--- src/rtl/cdb_arbiter_pkg.sv ---
// -----------------------------------------------------------------------------
// cdb_arbiter_pkg
//   Shared types for the common-data-bus producer side.
//   - CDB_DATA  : {valid, tag, value} broadcast word seen by the rob and the
//                 reservation stations.
//   - FU_RESULT : {tag, value} result word produced by every functional unit.
//   Also holds the bus widths and the default arbiter geometry.
// -----------------------------------------------------------------------------
package cdb_arbiter_pkg;

  localparam int XLEN              = 32;
  localparam int ROB_TAG_LEN       = 5;
  localparam int NUM_FU_DEFAULT    = 4;
  localparam int BUF_DEPTH_DEFAULT = 2;

  typedef struct packed {
    logic                   valid;
    logic [ROB_TAG_LEN-1:0] tag;
    logic [XLEN-1:0]        value;
  } CDB_DATA;

  typedef struct packed {
    logic [ROB_TAG_LEN-1:0] tag;
    logic [XLEN-1:0]        value;
  } FU_RESULT;

  // Index width that stays legal (>= 1 bit) for single-entry ranges.
  function automatic int clog2_min1(input int n);
    return (n > 1) ? $clog2(n) : 1;
  endfunction

endpackage

--- src/rtl/cdb_fifo.sv ---
// -----------------------------------------------------------------------------
// cdb_fifo
//   Per-FU result buffer: FIFO of FU_RESULT words, DEPTH entries (power of 2,
//   >= 2). Occupancy is tracked with a separate count so full/empty never
//   depend on pointer equality.
//
// Ports
//   clock      in   system clock
//   reset      in   asynchronous, active-low
//   flush      in   synchronous clear; overrides push and pop
//   push       in   write push_data (ignored while full, no pass-through)
//   push_data  in   result to store
//   pop        in   drop the head entry (ignored while empty)
//   head       out  oldest stored result
//   empty      out  no entries stored
//   full       out  DEPTH entries stored
// -----------------------------------------------------------------------------
module cdb_fifo
  import cdb_arbiter_pkg::*;
#(
  parameter int DEPTH = 2
) (
  input  logic     clock,
  input  logic     reset,
  input  logic     flush,
  input  logic     push,
  input  FU_RESULT push_data,
  input  logic     pop,
  output FU_RESULT head,
  output logic     empty,
  output logic     full
);

  localparam int AW = clog2_min1(DEPTH);
  localparam int CW = $clog2(DEPTH + 1);

  FU_RESULT      mem [DEPTH];
  logic [AW-1:0] rd_ptr;
  logic [AW-1:0] wr_ptr;
  logic [CW-1:0] count;
  logic          do_push;
  logic          do_pop;

  assign empty = (count == '0);
  assign full  = (count == CW'(DEPTH));

  // A full buffer refuses the write even when it is popped in the same cycle.
  assign do_push = push && !full  && !flush;
  assign do_pop  = pop  && !empty && !flush;

  assign head = mem[rd_ptr];

  always_ff @(posedge clock or negedge reset) begin
    if (!reset) begin
      rd_ptr <= '0;
      wr_ptr <= '0;
      count  <= '0;
    end else if (flush) begin
      rd_ptr <= '0;
      wr_ptr <= '0;
      count  <= '0;
    end else begin
      if (do_push) begin
        wr_ptr <= (wr_ptr == AW'(DEPTH - 1)) ? '0 : wr_ptr + AW'(1);
      end
      if (do_pop) begin
        rd_ptr <= (rd_ptr == AW'(DEPTH - 1)) ? '0 : rd_ptr + AW'(1);
      end
      case ({do_push, do_pop})
        2'b10:   count <= count + CW'(1);
        2'b01:   count <= count - CW'(1);
        default: count <= count;
      endcase
    end
  end

  // Storage needs no reset: an entry is only read after it has been written.
  always_ff @(posedge clock) begin
    if (do_push) begin
      mem[wr_ptr] <= push_data;
    end
  end

endmodule

--- src/rtl/cdb_arbiter.sv ---
// -----------------------------------------------------------------------------
// cdb_arbiter
//   Producer side of the common data bus. Buffers completed results from
//   NUM_FU functional units (one cdb_fifo each) and broadcasts at most one per
//   cycle on the registered cdb_data port, picking round-robin among the
//   non-empty buffers starting at rr_ptr.
//
// Configuration macro
//   CDB_BYPASS_EN : when every buffer is empty, the highest round-robin
//                   priority fu_valid result is written straight into
//                   cdb_data (one cycle less latency). Undefined by default:
//                   every result goes through its buffer.
//
// Ports
//   clock      in   system clock
//   reset      in   asynchronous, active-low
//   flush      in   synchronous squash: drop buffered results, kill broadcast
//   fu_valid   in   [NUM_FU]               FU i presents a result
//   fu_tag     in   [NUM_FU][ROB_TAG_LEN]  rob tag of FU i result
//   fu_value   in   [NUM_FU][XLEN]         value of FU i result
//   fu_ready   out  [NUM_FU]               FU i buffer can accept (state only)
//   cdb_data   out  CDB_DATA               registered broadcast
//   pending    out  any result buffered but not yet broadcast
// -----------------------------------------------------------------------------
module cdb_arbiter
  import cdb_arbiter_pkg::*;
#(
  parameter int NUM_FU    = NUM_FU_DEFAULT,
  parameter int BUF_DEPTH = BUF_DEPTH_DEFAULT
) (
  input  logic                               clock,
  input  logic                               reset,
  input  logic                               flush,
  input  logic [NUM_FU-1:0]                  fu_valid,
  input  logic [NUM_FU-1:0][ROB_TAG_LEN-1:0] fu_tag,
  input  logic [NUM_FU-1:0][XLEN-1:0]        fu_value,
  output logic [NUM_FU-1:0]                  fu_ready,
  output CDB_DATA                            cdb_data,
  output logic                               pending
);

  localparam int PW = clog2_min1(NUM_FU);

  logic [PW-1:0]     rr_ptr;
  FU_RESULT          heads [NUM_FU];
  logic [NUM_FU-1:0] empty;
  logic [NUM_FU-1:0] full;
  logic [NUM_FU-1:0] push;
  logic [NUM_FU-1:0] pop;
  logic              grant_valid;
  logic [PW-1:0]     grant_idx;
  logic              byp_hit;
  logic [PW-1:0]     byp_idx;

  // Returns {found, index} of the first set request at or after ptr, modulo
  // NUM_FU. Scanning from the lowest priority upward lets the last hit win.
  function automatic logic [PW:0] rr_pick(input logic [NUM_FU-1:0] req,
                                          input logic [PW-1:0]     ptr);
    logic [PW:0]   pick;
    logic [PW-1:0] idx;
    pick = '0;
    for (int k = NUM_FU - 1; k >= 0; k--) begin
      idx = PW'((int'(ptr) + k) % NUM_FU);
      if (req[idx]) begin
        pick = {1'b1, idx};
      end
    end
    return pick;
  endfunction

  function automatic logic [PW-1:0] rr_next(input logic [PW-1:0] g);
    return (int'(g) == NUM_FU - 1) ? '0 : g + PW'(1);
  endfunction

  assign {grant_valid, grant_idx} = rr_pick(~empty, rr_ptr);

`ifdef CDB_BYPASS_EN
  logic byp_found;

  // With all buffers empty every FU is ready, so the winning fu_valid is a
  // real transfer that can skip its buffer.
  assign {byp_found, byp_idx} = rr_pick(fu_valid, rr_ptr);
  assign byp_hit = byp_found && !pending && !flush;
`else
  assign byp_hit = 1'b0;
  assign byp_idx = '0;
`endif

  for (genvar i = 0; i < NUM_FU; i++) begin : g_fu
    FU_RESULT in_res;

    assign in_res  = '{tag: fu_tag[i], value: fu_value[i]};
    assign push[i] = fu_valid[i] && !full[i] && !(byp_hit && (byp_idx == PW'(i)));
    assign pop[i]  = grant_valid && (grant_idx == PW'(i));

    cdb_fifo #(
      .DEPTH (BUF_DEPTH)
    ) u_fifo (
      .clock     (clock),
      .reset     (reset),
      .flush     (flush),
      .push      (push[i]),
      .push_data (in_res),
      .pop       (pop[i]),
      .head      (heads[i]),
      .empty     (empty[i]),
      .full      (full[i])
    );
  end

  assign fu_ready = ~full;
  assign pending  = |(~empty);

  // Idle cycles drop valid but keep tag/value, so consumers never see the
  // payload change except together with a new valid result.
  always_ff @(posedge clock or negedge reset) begin
    if (!reset) begin
      cdb_data <= '0;
      rr_ptr   <= '0;
    end else if (flush) begin
      cdb_data.valid <= 1'b0;
    end else if (grant_valid) begin
      cdb_data <= '{valid: 1'b1,
                    tag:   heads[grant_idx].tag,
                    value: heads[grant_idx].value};
      rr_ptr   <= rr_next(grant_idx);
    end else if (byp_hit) begin
      cdb_data <= '{valid: 1'b1,
                    tag:   fu_tag[byp_idx],
                    value: fu_value[byp_idx]};
      rr_ptr   <= rr_next(byp_idx);
    end else begin
      cdb_data.valid <= 1'b0;
    end
  end

endmodule

--- config.mk ---
export PLATFORM = sky130hd
export DESIGN_NAME = cdb_arbiter
export DESIGN_NICKNAME = d
export VERILOG_FILES = /design/src/rtl/cdb_arbiter_pkg.sv /design/src/rtl/cdb_fifo.sv /design/src/rtl/cdb_arbiter.sv
export SDC_FILE = /design/constraint.sdc
export NUM_CORES = 1
export LEC_CHECK = 0
export BUFFER_PORTS_ARGS = -buffer_cell sky130_fd_sc_hd__buf_2
export CORE_MARGIN = 1.5
export CORE_UTILIZATION = 29
export CTS_CLUSTER_SIZE = 8
export DETAILED_ROUTE_END_ITERATION = 16
export GPL_TIMING_DRIVEN = 0
export SLEW_MARGIN = 20
export SYNTH_ARGS = -nofsm -noshare
export SYNTH_HDL_FRONTEND = slang
export SYNTH_SLANG_ARGS = --single-unit
export TNS_END_PERCENT = 20
--- constraint.sdc ---
create_clock -name clock -period 4.5 [get_ports clock]
set_input_delay 0.225 -clock clock [delete_from_list [all_inputs] [get_ports clock]]
set_output_delay 0.225 -clock clock [all_outputs]
set_load 0.005 [all_outputs]
# == Word level (Yosys, flattened, before mapping) ==
# Memory sizes are Yosys's and may differ from the RTL's.
# Index checks and enable logic that the tools add are counted.
# word_totals
memories,4
register_bits,56
word_cells,175
in_bits,155
ramBits,296
# classes
bitwise,4
n_reduce_logical,52
add_sub_neg,20
magnitude_cmp,5
n_mux,58
eq_ne,16
# memory_table
memory,words,width,read_ports,rd_clocked_by_memory_dff,wr,line_no,source
g_fu[0].u_fifo.mem,2,37,1,0,1,cdb_fifo.sv:37,FU_RESULT mem [DEPTH];
g_fu[1].u_fifo.mem,2,37,1,0,1,cdb_fifo.sv:37,
g_fu[2].u_fifo.mem,2,37,1,0,1,cdb_fifo.sv:37,
g_fu[3].u_fifo.mem,2,37,1,0,1,cdb_fifo.sv:37,
# ops
operator,count
$bmux 37 s2,1
$mux 37,2
$mux 38,1
$mux 1,37
$logic_and 1x1->1,24
$eq 2x2->1 const B,10
$pmux 2 s2,4
$reduce_bool 2->1,8
$add 2x1->2 const B,6
$eq 2x1->1 const B,6
$lt 2x3->1 const B,4
$mux 3,4
$reduce_bool 3->1,4
$logic_not 2->1,5
$mux 2,5
$logic_not 1->1,9
$add 1x1->1 const B,8
$bmux 1 s2,4
$not 4->4,2
$sub 2x1->2 const B,4
$add 2x2->2 const B,2
$reduce_or 4->1,1
$ge 3x3->1 const B,1
$not 2->3,1
other kinds (2),2

# == Logic depth before layout (Yosys ltp) ==
# logic_depth
depth_word,15
depth_mapped,12
mapped_depth_nobuf,8

# == By module ==
# Synthesis repeated with hierarchy kept, for this count alone.
# hier_totals
hier_cells,806
hier_area_um2,14092.3
# by_module_without_submodules
module,area_per_inst_um2,n_inst,cells_each
cdb_fifo (g_fu[0].u_fifo ...),2896.5,2,141
cdb_fifo (g_fu[1].u_fifo ...),2880.3,2,140
cdb_arbiter,2538.7,1,244

# == Least setup slack after synthesis ==
# OpenSTA, ideal clock, no wires.
# synth_timing
path_type,register to register
start,register g_fu[3].u_fifo.count[0]
end,memory g_fu[3].u_fifo.mem[1][0] (netlist name) (enable)
arrival_ns,3.628
stages_incl_launch_ff,5
setup_slack_ns,0.387
required_time_ns,4.015
synth_period_minus_slack_ns,4.113
n_path_buf,1
cell_sequence,dfrtp_1 -> clkbuf_1 -> nand2b_1 -> nand2_1 -> nor3b_1
# synth_between
elab_chain_len,7
# synth_lines
element,line_no,source
from (decl),cdb_fifo.sv:40,logic [CW-1:0] count;
from (signal assigned),cdb_fifo.sv:70,2'b10: count <= count + CW'(1);
from (signal assigned),cdb_fifo.sv:71,2'b01: count <= count - CW'(1);
from (signal assigned),cdb_fifo.sv:72,default: count <= count;
$eq 2x2->1 *,cdb_fifo.sv:45,assign full = (count == CW'(DEPTH));
$logic_not 1->1 *,"cdb_fifo.sv:48, cdb_arbiter.sv:93",
$logic_and 1x1->1,cdb_arbiter.sv:93,assign push[i] = fu_valid[i] && !full[i] && !(byp_hit && (byp_idx == PW'(i)));
$logic_and 1x1->1 * (2 in series),cdb_fifo.sv:48,assign do_push = push && !full && !flush;
$mux 1 *,cdb_fifo.sv:79,if (do_push) begin
$mux 1 (implied by the code) *,cdb_fifo.sv:80,mem[wr_ptr] <= push_data;
to (decl),cdb_fifo.sv:37,
# Mark *: on every way between the ends. The rest lies on a longest branch, timed or not.

# == Worst setup path after layout ==
# layout_timing
start,register g_fu[1].u_fifo.count[0]
end,register g_fu[3].u_fifo.rd_ptr
# layout_between
elab_chain_len,13
word_cells_on_any_way,19
cone_classes,eq/ne (1); mux (12); bitwise (1); reduce/logical (5)
# layout_lines
element,line_no,source
from (decl),cdb_fifo.sv:40,
from (signal assigned),cdb_fifo.sv:70,
from (signal assigned),cdb_fifo.sv:71,
from (signal assigned),cdb_fifo.sv:72,
$logic_not 2->1 *,cdb_fifo.sv:44,assign empty = (count == '0);
$not 4->4 *,cdb_arbiter.sv:75,"assign {grant_valid, grant_idx} = rr_pick(~empty, rr_ptr);"
$bmux 1 s2,cdb_arbiter.sv:64,if (req[idx]) begin
$mux 1 (implied by the code),cdb_arbiter.sv:64,
$mux 3 (3 in series),cdb_arbiter.sv:64,
$mux 3 *,cdb_arbiter.sv:64,
$eq 2x2->1,cdb_arbiter.sv:94,assign pop[i] = grant_valid && (grant_idx == PW'(i));
$logic_and 1x1->1 *,cdb_arbiter.sv:94,
$logic_and 1x1->1 * (2 in series),cdb_fifo.sv:49,assign do_pop = pop && !empty && !flush;
$reduce_bool 2->1 (no line) *,n/a,
to (signal assigned),cdb_fifo.sv:67,rd_ptr <= (rd_ptr == AW'(DEPTH - 1)) ? '0 : rd_ptr + AW'(1);
to (decl),cdb_fifo.sv:38,logic [AW-1:0] rd_ptr;
# Mark *: on every way between the ends. The rest lies on a longest branch, timed or not. The select of a mux whose other input is x is not followed.
# A chain may end at the register's enable or synchronous reset.

==> results.md <==
- WL final: 38600 um
- Largest family of logic cells by synthesized area: multiplexers
- Avg Cell Area, Syn: roughly 16 um^2
- Data arrival, critical path: 3.18 ns
- Post-DRT Antenna Nets: 0
- Number of antenna violations at the first check in global routing: 1
- # fillers: between 4k and 5k
- Inst Count DP: 1717
- Clock buffer depth: 3
- DRC Markers: 0
- HPWL after detailed placement: around 28000 um
- Leakage: 6.95 nW
- NumNets Final: 1463
- Slew Viols, Final: 0
- Synth top area share: between 60% and 70%
- Cells on worst reg2reg path: 11
- XOR/XNOR Fraction of Synth Area: 0.493%
- Sequential Area: 10300 um^2
- Netlist Area Pre-Place: 14200 um^2
- Die H: 224 um
- Congestion Overflow GR: 0
- Power Density: 559 nW/um^2
- DIE AREA: 50400 um^2
- Clock latency on the worst-skew pair: 0.59 ns
- WP data required: ~5.0 ns
- Post-synthesis mux area share: 13.8%
- FP Rows: 80
- Cells after Synth: 870
- Non-Filler Instances: between 1.5k and 2k
- Root Buffer: clkbuf_16
- Worst rel slew slack: roughly 36%
- Post-Syn Nets: around 1.0k
- Largest net degree at the start of global routing: 57
- MaxCap Viol Count: 0
- Final setup viols: 0
- Clock skew: between 0.015 and 0.02 ns
- Period minus WS final: 2.73 ns
- R2R setup slack: between 1.5 and 2 ns
- Synth warnings: 0
- CP endpoint: g_fu[3].u_fifo.rd_ptr
- Post-synth ARST share: 15.9%
- Commonest cells post-synth: edfxtp_1 (296), mux2i_1 (113), o211ai_1 (76)
- GRT Util Overall: 15.3%
- Crit path from: g_fu[1].u_fifo.count[0]
- Slew @ Worst Pin: 0.963 ns
- Io pins: around 200
- Vias in the first global route: between 9k and 10k
- CTS Buf Count: 50
- Top cells by area, synth: edfxtp_1 (63%), dfrtp_1 (9.9%), mux2i_1 (8.0%)
- Area Overhead vs Synth: 35.8%
- Core box area: 48000 um^2
- Hold-fix buffers at CTS: 153
- Initial DRT Pass Iterations: 5
- Global-route wire length before repair: 57300 um
- Main synth FF type: edfxtp_1
- RePlAce Congestion: 0.820
- Startpoint Class: flip-flop
- Area of the multi-input gates: 3640 um^2
- Clock sinks: between 300 and 400
- I/O Buffers: 196
- Adder-cell share of the synthesized area: 0.0880%
- Avg Vias per Cell: 4.58
- EDFF count, synth: 296
- Simple-gate share of the synthesized area: 5.30%
- Fmax: 366 MHz
- Seq/Total Area, Yosys: 72.4%
- Initial Util: 29.6%
- Kind of critical path: reg -> reg
- Leading area contributor after synthesis: edfxtp_1
- RSZ-0062 raised after global routing: false
- Die width: 224 um
- Ratio of cells with drive above 1 in the final layout: 29.6%
- Complex-gate fraction of the synthesized area: 5.64%
- Final period util: 60.7%
- Worst min-delay path class: in -> async
- Critical R2R Launch: g_fu[1].u_fifo.count[0]
- Worst Setup End Kind: flip-flop
- Clock Pin Slew Worst Setup and Hold Paths: 0.05 ns
- Hold Slack: 0.253 ns
- Vias: 8987
- H-tree depth: 2
- Status: completed
- Setup bufs post-CTS: 0
- Critical Path Max Stage Delay: 0.31 ns
- R2R Path End: g_fu[3].u_fifo.rd_ptr
- Most common cell in the synthesized netlist: edfxtp_1
- #FFs+latches synth: 352
- Post-synthesis cell type count: 44
- DR iter-0 viols: around 480
- Crit-path cells: clkbuf_1 -> nor2_1 -> o21ai_1 -> and3_1 -> buf_2 -> buf_4 -> buf_2 -> ha_1 -> o21ai_0 -> xor2_1 -> nor2_1
- Final hold violation count: 0
- Worst Path Max Fanout: 10
- CP max-delay cell: dfrtp_1
- Cts repair resizes: 0
- Max VDD drop: 288 uV
- TritonCTS clock tree: done
- Routed WL per cell: roughly 20 um
power by group:
| part | internal [mW] | total (mW) | switching [mW] |
|---|---|---|---|
| registers | 3.94 | 4.11 | 0.165 |
| clock network | 2.09 | 3.47 | 1.38 |
| logic | 1.36 | 3.20 | 1.84 |
sequential cells by signal, indices dropped and copies added, names as in the netlist:
name                flops
cdb_data               38
g_fu.u_fifo.count       8
rr_ptr                  2
g_fu.u_fifo.rd_ptr      4
g_fu.u_fifo.mem       296
g_fu.u_fifo.wr_ptr      4
per-layer routing:
| metal | wire length (um) | track usage (%) |
|---|---|---|
| met4 | 1290 | 6.69 |
| met3 | 1600 | 2.80 |
| met1 | 17400 | 19.9 |
| met2 | 18300 | 25.1 |
| met5 | 0 | 0 |
cell type report:
cell class | count | area share (%)
Clock inverter | 5 | 0.363
Buffer | 61 | 1.60
Timing Repair Buffer | 385 | 14.5
Clock buffer | 88 | 7.22
Antenna cell | 1 | 0.0130
Tap cell | 615 | 3.99
Sequential cell | 352 | 53.3
Multi-Input combinational cell | 453 | 18.9
Inverter | 4 | 0.0778
cells in the final DEF, fill, tap and decap left out, types with 6 or more instances in the layout:
cell	synthesis	routed
dfrtp_1	56	56
clkbuf_16	0	50
nand4_1	37	37
edfxtp_1	296	296
nand2_1	54	54
xor2_1	6	6
mux2i_1	113	113
mux2_2	74	74
clkbuf_1	32	70
nand2b_1	8	8
o211ai_1	76	76
buf_6	4	10
o21ai_0	7	7
buf_2	13	208
nor2_1	18	18
dlygate4sd3_1	0	153
buf_4	9	40
a21oi_1	9	9
cells by family after synthesis:
group                      Yosys count
xor gates and xnor gates             8
adders and majority gates            1
buffers and inverters               65
DFF                                352
muxes                              187
AOI/OAI and AO/OA                  112
and+or+nand+nor                    145
critical path, delay by kind of cell, from the launching register on:
kind	cells	cell delay, ns
xor gates and xnor gates	1	0.17
and+or+nand+nor	3	0.45
AOI/OAI and AO/OA	2	0.35
DFF	1	0.31
buffers and inverters	4	1.00
adders and majority gates	1	0.31
metrics by stage:
stage          setup TNS (ns)  setup slack [ns]  cell area (um^2)  power [mW]  util (%)
6_report                    0              1.77             19300        10.8      40.2
5_1_grt                     0              1.50             19300        11.3      40.2
4_1_cts                     0              1.74             19300        10.9      40.2
3_5_place_dp                0              1.74             16300        7.31      33.9
3_3_place_gp          -450.36             -2.00             16000        7.23      33.2
2_1_floorplan               0             0.387             14200        6.10         -
worst min-delay path by stage:
stage | from | to | slack (ns)
detailed placement | reset | cdb_data[2] | 0.36
global route | reset | cdb_data[4] | 0.33
CTS | reset | cdb_data[4] | 0.27
finish | reset | cdb_data[4] | 0.25
global placement | fu_value[61] | g_fu[1].u_fifo.mem[0][29] | 0.41
floorplan | reset | cdb_data[0] | -0.07
Power figures use the tool's default switching activity.
